[src/rtl/work_queue_dispatcher.sv]
// ---------------------------------------------------------------------------
// work_queue_dispatcher
//
// Pops 112-bit work-queue entries and turns each one into 1..4 DMA
// descriptors. Every descriptor is four 32-bit register writes on one
// Avalon-MM master: RdDCS for read opcodes, WrDCS for write opcodes.
// A malformed entry is dropped without any bus traffic.
//
// Entry layout:
//   [111:107] opcode  [106:104] dataNum  [103:96] TID
//   [95:88] len0  [87:80] len1  [79:72] len2  [71:64] len3  [63:0] base
//
// Ports:
//   clock, reset          core clock, synchronous active-high reset
//   fifoEmpty/fifoData    WorkQueue pop side (data valid the cycle after pop)
//   fifoPop               one-cycle pop strobe, only in IDLE
//   RdDCS*_o / RdDCS*_i   Avalon-MM master to the read DMA descriptor slave
//   WrDCS*_o / WrDCS*_i   Avalon-MM master to the write DMA descriptor slave
//   done / doneTid        one-cycle completion pulse with the entry TID
//   busy                  high whenever the FSM is not in IDLE
//   errCount              saturating dropped-entry counter
//
// Build option:
//   WQD_ERR_CNT_EN  defined   -> errCount is a live saturating counter
//                   undefined -> errCount tied to 0, no counter flops
// ---------------------------------------------------------------------------
module work_queue_dispatcher #(
    parameter int         LEN_SHIFT = 2,
    parameter logic [4:0] OP_READ   = 5'd0,
    parameter logic [4:0] OP_WRITE  = 5'd1
) (
    input  logic         clock,
    input  logic         reset,

    input  logic         fifoEmpty,
    input  logic [111:0] fifoData,
    output logic         fifoPop,

    output logic         RdDCSChipSelect_o,
    output logic         RdDCSWrite_o,
    output logic [7:0]   RdDCSAddress_o,
    output logic [31:0]  RdDCSWriteData_o,
    output logic [3:0]   RdDCSByteEnable_o,
    output logic         RdDCSRead_o,
    input  logic         RdDCSWaitRequest_i,

    output logic         WrDCSChipSelect_o,
    output logic         WrDCSWrite_o,
    output logic [7:0]   WrDCSAddress_o,
    output logic [31:0]  WrDCSWriteData_o,
    output logic [3:0]   WrDCSByteEnable_o,
    output logic         WrDCSRead_o,
    input  logic         WrDCSWaitRequest_i,

    output logic         done,
    output logic [7:0]   doneTid,
    output logic         busy,
    output logic [15:0]  errCount
);

    typedef enum logic [2:0] {
        S_IDLE,
        S_LOAD,
        S_CHECK,
        S_DESC,
        S_DONE
    } state_t;

    state_t        state, state_nxt;
    logic [111:0]  entry;
    logic [1:0]    seg;
    logic [1:0]    beat;
    logic [63:0]   offset;

    // Decoded fields of the latched entry
    logic [4:0]    opcode;
    logic [2:0]    data_num;
    logic [7:0]    tid;
    logic [63:0]   base;
    logic [7:0]    len_sel;
    logic [15:0]   len_ext;
    logic [15:0]   len_bytes;
    logic [63:0]   seg_addr;
    logic          is_read;
    logic          entry_ok;
    logic          last;
    logic          bus_wait;
    logic [7:0]    beat_addr;
    logic [31:0]   beat_data;

    assign opcode   = entry[111:107];
    assign data_num = entry[106:104];
    assign tid      = entry[103:96];
    assign base     = entry[63:0];

    always_comb begin
        len_sel = entry[95:88];
        unique case (seg)
            2'd0: len_sel = entry[95:88];
            2'd1: len_sel = entry[87:80];
            2'd2: len_sel = entry[79:72];
            2'd3: len_sel = entry[71:64];
            default: len_sel = entry[95:88];
        endcase
    end

    // Length is carried in a 16-bit field; shifting inside 16 bits keeps the
    // scaled value intact for any LEN_SHIFT up to 8.
    assign len_ext   = {8'd0, len_sel};
    assign len_bytes = len_ext << LEN_SHIFT;
    assign seg_addr  = base + offset;

    assign is_read  = (opcode == OP_READ);
    assign entry_ok = (is_read || (opcode == OP_WRITE)) &&
                      (data_num != 3'd0) && (data_num <= 3'd4);
    assign last     = ({1'b0, seg} == (data_num - 3'd1));
    assign bus_wait = is_read ? RdDCSWaitRequest_i : WrDCSWaitRequest_i;

    assign beat_addr = {4'd0, beat, 2'b00};

    always_comb begin
        beat_data = 32'd0;
        unique case (beat)
            2'd0: beat_data = seg_addr[31:0];
            2'd1: beat_data = seg_addr[63:32];
            2'd2: beat_data = {16'd0, len_bytes};
            2'd3: beat_data = {tid, 13'd0, last, seg, 8'd0};
            default: beat_data = 32'd0;
        endcase
    end

    assign busy        = (state != S_IDLE);
    assign RdDCSRead_o = 1'b0;
    assign WrDCSRead_o = 1'b0;

    // State register
    always_ff @(posedge clock) begin
        if (reset) state <= S_IDLE;
        else       state <= state_nxt;
    end

    // Next state and outputs. Everything is forced low while reset is high so
    // bus strobes drop in the very cycle reset is sampled. Byte enables are
    // 4'hF whenever a master is writing and 0 while that master is idle.
    always_comb begin
        state_nxt          = state;
        fifoPop            = 1'b0;
        done               = 1'b0;
        doneTid            = 8'd0;
        RdDCSChipSelect_o  = 1'b0;
        RdDCSWrite_o       = 1'b0;
        RdDCSAddress_o     = 8'd0;
        RdDCSWriteData_o   = 32'd0;
        RdDCSByteEnable_o  = 4'd0;
        WrDCSChipSelect_o  = 1'b0;
        WrDCSWrite_o       = 1'b0;
        WrDCSAddress_o     = 8'd0;
        WrDCSWriteData_o   = 32'd0;
        WrDCSByteEnable_o  = 4'd0;

        if (!reset) begin
            unique case (state)
                S_IDLE: begin
                    if (!fifoEmpty) begin
                        fifoPop   = 1'b1;
                        state_nxt = S_LOAD;
                    end
                end
                S_LOAD: state_nxt = S_CHECK;
                S_CHECK: state_nxt = entry_ok ? S_DESC : S_IDLE;
                S_DESC: begin
                    if (is_read) begin
                        RdDCSChipSelect_o = 1'b1;
                        RdDCSWrite_o      = 1'b1;
                        RdDCSAddress_o    = beat_addr;
                        RdDCSWriteData_o  = beat_data;
                        RdDCSByteEnable_o = 4'hF;
                    end else begin
                        WrDCSChipSelect_o = 1'b1;
                        WrDCSWrite_o      = 1'b1;
                        WrDCSAddress_o    = beat_addr;
                        WrDCSWriteData_o  = beat_data;
                        WrDCSByteEnable_o = 4'hF;
                    end
                    if (!bus_wait && (beat == 2'd3) && last)
                        state_nxt = S_DONE;
                end
                S_DONE: begin
                    done      = 1'b1;
                    doneTid   = tid;
                    state_nxt = S_IDLE;
                end
                default: state_nxt = S_IDLE;
            endcase
        end
    end

    // Entry latch and segment/beat/offset walk
    always_ff @(posedge clock) begin
        if (reset) begin
            entry  <= '0;
            seg    <= 2'd0;
            beat   <= 2'd0;
            offset <= 64'd0;
        end else begin
            unique case (state)
                S_LOAD: begin
                    entry  <= fifoData;
                    seg    <= 2'd0;
                    beat   <= 2'd0;
                    offset <= 64'd0;
                end
                S_CHECK: beat <= 2'd0;
                S_DESC: begin
                    if (!bus_wait) begin
                        if (beat == 2'd3) begin
                            offset <= offset + {48'd0, len_bytes};
                            beat   <= 2'd0;
                            if (!last) seg <= seg + 2'd1;
                        end else begin
                            beat <= beat + 2'd1;
                        end
                    end
                end
                default: ;
            endcase
        end
    end

`ifdef WQD_ERR_CNT_EN
    logic [15:0] err_cnt;

    always_ff @(posedge clock) begin
        if (reset)
            err_cnt <= 16'd0;
        else if ((state == S_CHECK) && !entry_ok && (err_cnt != 16'hFFFF))
            err_cnt <= err_cnt + 16'd1;
    end

    assign errCount = err_cnt;
`else
    assign errCount = 16'd0;
`endif

endmodule
[config.mk]
export PLATFORM = sky130hd
export DESIGN_NAME = work_queue_dispatcher
export DESIGN_NICKNAME = d
export VERILOG_FILES = /design/src/rtl/work_queue_dispatcher.sv
export SDC_FILE = /design/constraint.sdc
export NUM_CORES = 1
export LEC_CHECK = 0
export ABC_AREA = 0
export BUFFER_PORTS_ARGS = -buffer_cell sky130_fd_sc_hd__buf_2
export CAP_MARGIN = 20
export CORE_MARGIN = 3
export CORE_UTILIZATION = 49
export DETAILED_ROUTE_END_ITERATION = 8
export PLACE_DENSITY = 0.7
export RECOVER_POWER = 50
export REMOVE_ABC_BUFFERS = 1
export SLEW_MARGIN = 20
export SYNTH_ARGS = -nofsm -noshare
export SYNTH_HDL_FRONTEND = slang
export SYNTH_SLANG_ARGS = --single-unit
[constraint.sdc]
create_clock -name clock -period 3.9 [get_ports clock]
set_input_delay 0.78 -clock clock [delete_from_list [all_inputs] [get_ports clock]]
set_output_delay 0.78 -clock clock [all_outputs]
set_load 0.005 [all_outputs]
==> flow_summary.toml <==
[status]
status = "complete, but fails checks"
violations = "capacitance limit, slew limit, setup timing"

[sta]
slew_violations = 29
rsz0062_at_grt = "true"
fmax_mhz = 239
hold_viol = 0
timing.setup.tns_ns = -6.52
finClkSkew_ns = 0.0208
max-slew-margin-rel_pct = -22.8
setup_viol = 53
worst_slack_ns = -0.277
fin_crit_sh_pct = 107
worst_pin_slew_ns = 1.84
min_period_ns = 4.18

[yosys]
synth_xor_area_share_pct = 6.50
synth-simple-area-share_pct = 27.6
synth_area_um2 = 12900
syn_avg_cell_area_um2 = 7.11
async_reset_ff_share_pct = 0
synth-adder-area-share_pct = 7.89
synth_edf_count = 0
ys_seq_area_share_pct = 28.0
ys_warn_count = 0
muxShareOfSynthArea_pct = 1.02
synthCells = 1821
synth_compound_area_share_pct = 22.0
yosysUniqueCellTypes = 75
ys.flop_type = "dfxtp_1"
synth_top_family_by_area = "simple AND/OR/NAND/NOR gates"
yosys_register_bits = 181

[setup_path]
endpoint_kind = "output pin"
path_cells = "ha_4, a21oi_4, buf_4, o21a_1, o21ai_2, a2111o_1, o2111a_2, and3_4, o31ai_4, buf_6, mux2_4, o211ai_1, buf_2"
r2r_start = "seg[0]"
path_max_fanout = 3
required_ns = 3.12
cp_top_family = "compound AO/OA/AOI/OAI gates"
crit_arrival_ns = 3.40
cp-start-kind = "flip-flop"
slowest_stage = "a2111o_1"
worstSetupPathType = "reg2out"
rrSetupSlack_ns = 0.15
cp.depth = 13
crit_buf_inv = 3
r2r-end = "offset[38]"
cpPeakStageDelay_ns = 0.40
r2r_cells = 15

[placement]
place_ws_ns = -0.0896
hpwl_um = 35700
numPortBuffers = 207
routabilityCongestion = 1.03

[grt]
grt_pass1_vias = 13700
grt_overflow = 0
grt_first_pass_wirelength_um = 73000
antenna_found_initial = 1
track_usage_pct = 31.8
grt_start_max_net_pins = 68

[routing]
drtAntennaViolNets = 0
routed_via_density = 5.88
wl_per_cell_um = 19.5
vias = 14400
first_iter_violations = 1221
drc = 0
wl_um = 47700
first_pass_iters = 7

[finish]
final_cell_mix = "335 x nand2_1, 204 x buf_2, 199 x a21oi_1"
syn2layout_area_growth_pct = 34.9
final_common_cell = "nand2_1"
n_antenna_cell = 0
final_nets = 2304
final_util_pct = 68.3
drive_gt1_share_pct = 31.9
nFillCells = 2205

[floorplan]
placementRows = 58
core_area_um2 = 25500
floorplan.initialDensity_pct = 50.7
dieHeight_um = 169
die_w_um = 169
dieArea_um2 = 28400
io-pin-count = 238

[worst_hold_path]
hold_start = "entry[64]"
hold_depth = 2
hold_path_class = "reg2reg"
min_to = "entry[64]"

[clock_network]
clock_latency_ns = 0.46
cts_tree = "done"
clockRootBuffer = "clkbuf_16"
numCtsBuffers = 17
htree_num_levels = 4
clkSinkCount = 181
path_clk_slew_ns = 0.09
cts_buffer_depth = 2

[power]
p_leak_nw = 7.07
p_per_area_nw_per_um2 = 309
ir_drop_mv = 0.351

[job]
drv_cap = 1
[worst reg2reg max path: cells and delay by family (launching register included)]
family / cells / cell delay [ns]
flip-flops: 1 / 0.40
buffers and inverters: 2 / 0.24
XOR/XNOR: 1 / 0.14
AO/OA/AOI/OAI: 5 / 1.24
adder cells (fa/ha/maj): 3 / 0.92
AND/OR/NAND/NOR: 3 / 0.53
multiplexers: 1 / 0.18
[area by class of cell]
| class | instances | area [um^2] | area share (%) |
|---|---|---|---|
| Tap cell | 330 | 413 | 2.37 |
| Timing Repair Buffer | 390 | 2540 | 14.6 |
| Inverter | 46 | 174 | 0.996 |
| Sequential cell | 181 | 3660 | 21.0 |
| Multi-Input combinational cell | 1470 | 10000 | 57.5 |
| Clock buffer | 17 | 425 | 2.44 |
| Clock inverter | 15 | 209 | 1.20 |
[cell usage after synthesis, types with 7 or more instances]
cell      count  area, um^2
a211oi_1      7        52.6
a21o_1       20         150
a21oi_1     234        1170
a221oi_1     11        96.3
a222oi_1      8        80.1
a22oi_1      10        75.1
and2_1       17         106
and3_1       18         113
buf_4        40         300
clkbuf_1    110         413
dfxtp_1     181        3620
ha_1         80        1000
inv_1        44         165
mux2i_1      12         120
nand2_1     343        1290
nand2b_1     10        62.6
nand3_1      53         265
nand4_1      48         300
nor2_1      165         619
nor2b_1      10        62.6
nor3_1       36         180
nor3b_1       8        60.1
nor4_1       16         100
o211ai_1      8        60.1
o21a_1       17         128
o21ai_0      79         395
o21bai_1     19         143
o31ai_1       9        67.6
or3_1        25         156
xnor2_1      49         429
xor2_1       47         412
[where the power goes]
part           switching, mW  leakage [nW]  internal [mW]
combinational          0.888          5.28          0.515
clock                  0.973         0.303          0.892
sequential             0.121          1.48           2.00
[through the flow]
| stage | hold WS (ns) | power, mW | cell area (um^2) | instances |
|---|---|---|---|---|
| final | 0.457 | 5.39 | 17500 | 2449 |
| after global routing | 0.473 | 5.61 | 17500 | 2449 |
| after CTS | 0.459 | 5.34 | 16700 | 2438 |
| after detailed placement | 0.446 | 3.41 | 15000 | 2387 |
| after global placement | 0.441 | 3.39 | 15000 | 2387 |
| after floorplan | 0.430 | 2.87 | 12300 | 1697 |
[metal layers]
layer	vias up	share of wire, %	GRT usage, %
met4	2	4.0	12.3
met2	623	47	52.7
met1	6774	42	42.0
met5	-	0.027	0
met3	119	7.2	4.76
li1	6880	-	-
[logic make-up (layout without fill, tap and decap cells)]
| group | Yosys count | in the layout |
|---|---|---|
| simple gates | 779 | 779 |
| compound gates | 471 | 471 |
| buf+inv | 199 | 468 |
| flops | 181 | 181 |
| xor+xnor | 96 | 96 |
| fa+ha+maj | 81 | 81 |
| mux | 13 | 13 |
| other cells | 1 | 30 |
[worst max path at each step]
stage	start	endpoint	slack [ns]
6_report	entry[14]	WrDCSWriteData_o[29]	-0.28
5_1_grt	entry[14]	WrDCSWriteData_o[29]	-0.35
4_1_cts	entry[17]	RdDCSWriteData_o[31]	-0.24
3_5_place_dp	offset[14]	WrDCSWriteData_o[29]	-0.09
3_3_place_gp	offset[14]	WrDCSWriteData_o[29]	-0.10
2_1_floorplan	state[1]	offset[25]	-0.90
[repair_timing]
| action | 4_1_cts | 5_1_grt |
|---|---|---|
| pin swaps | 57 | 77 |
| hold endpoints to repair | 0 | 0 |
| hold buffers | 0 | 0 |
| setup buffers | 20 | 18 |
| endpoints found under the setup margin | 64 | 81 |
| gates resized for setup | 207 | 150 |
[flip-flops by register name (all words and copies together), names as in the netlist]
register  cells
seg           2
state         3
beat          2
offset       62
entry       112
Note: power is estimated with default switching activity, not from simulation.
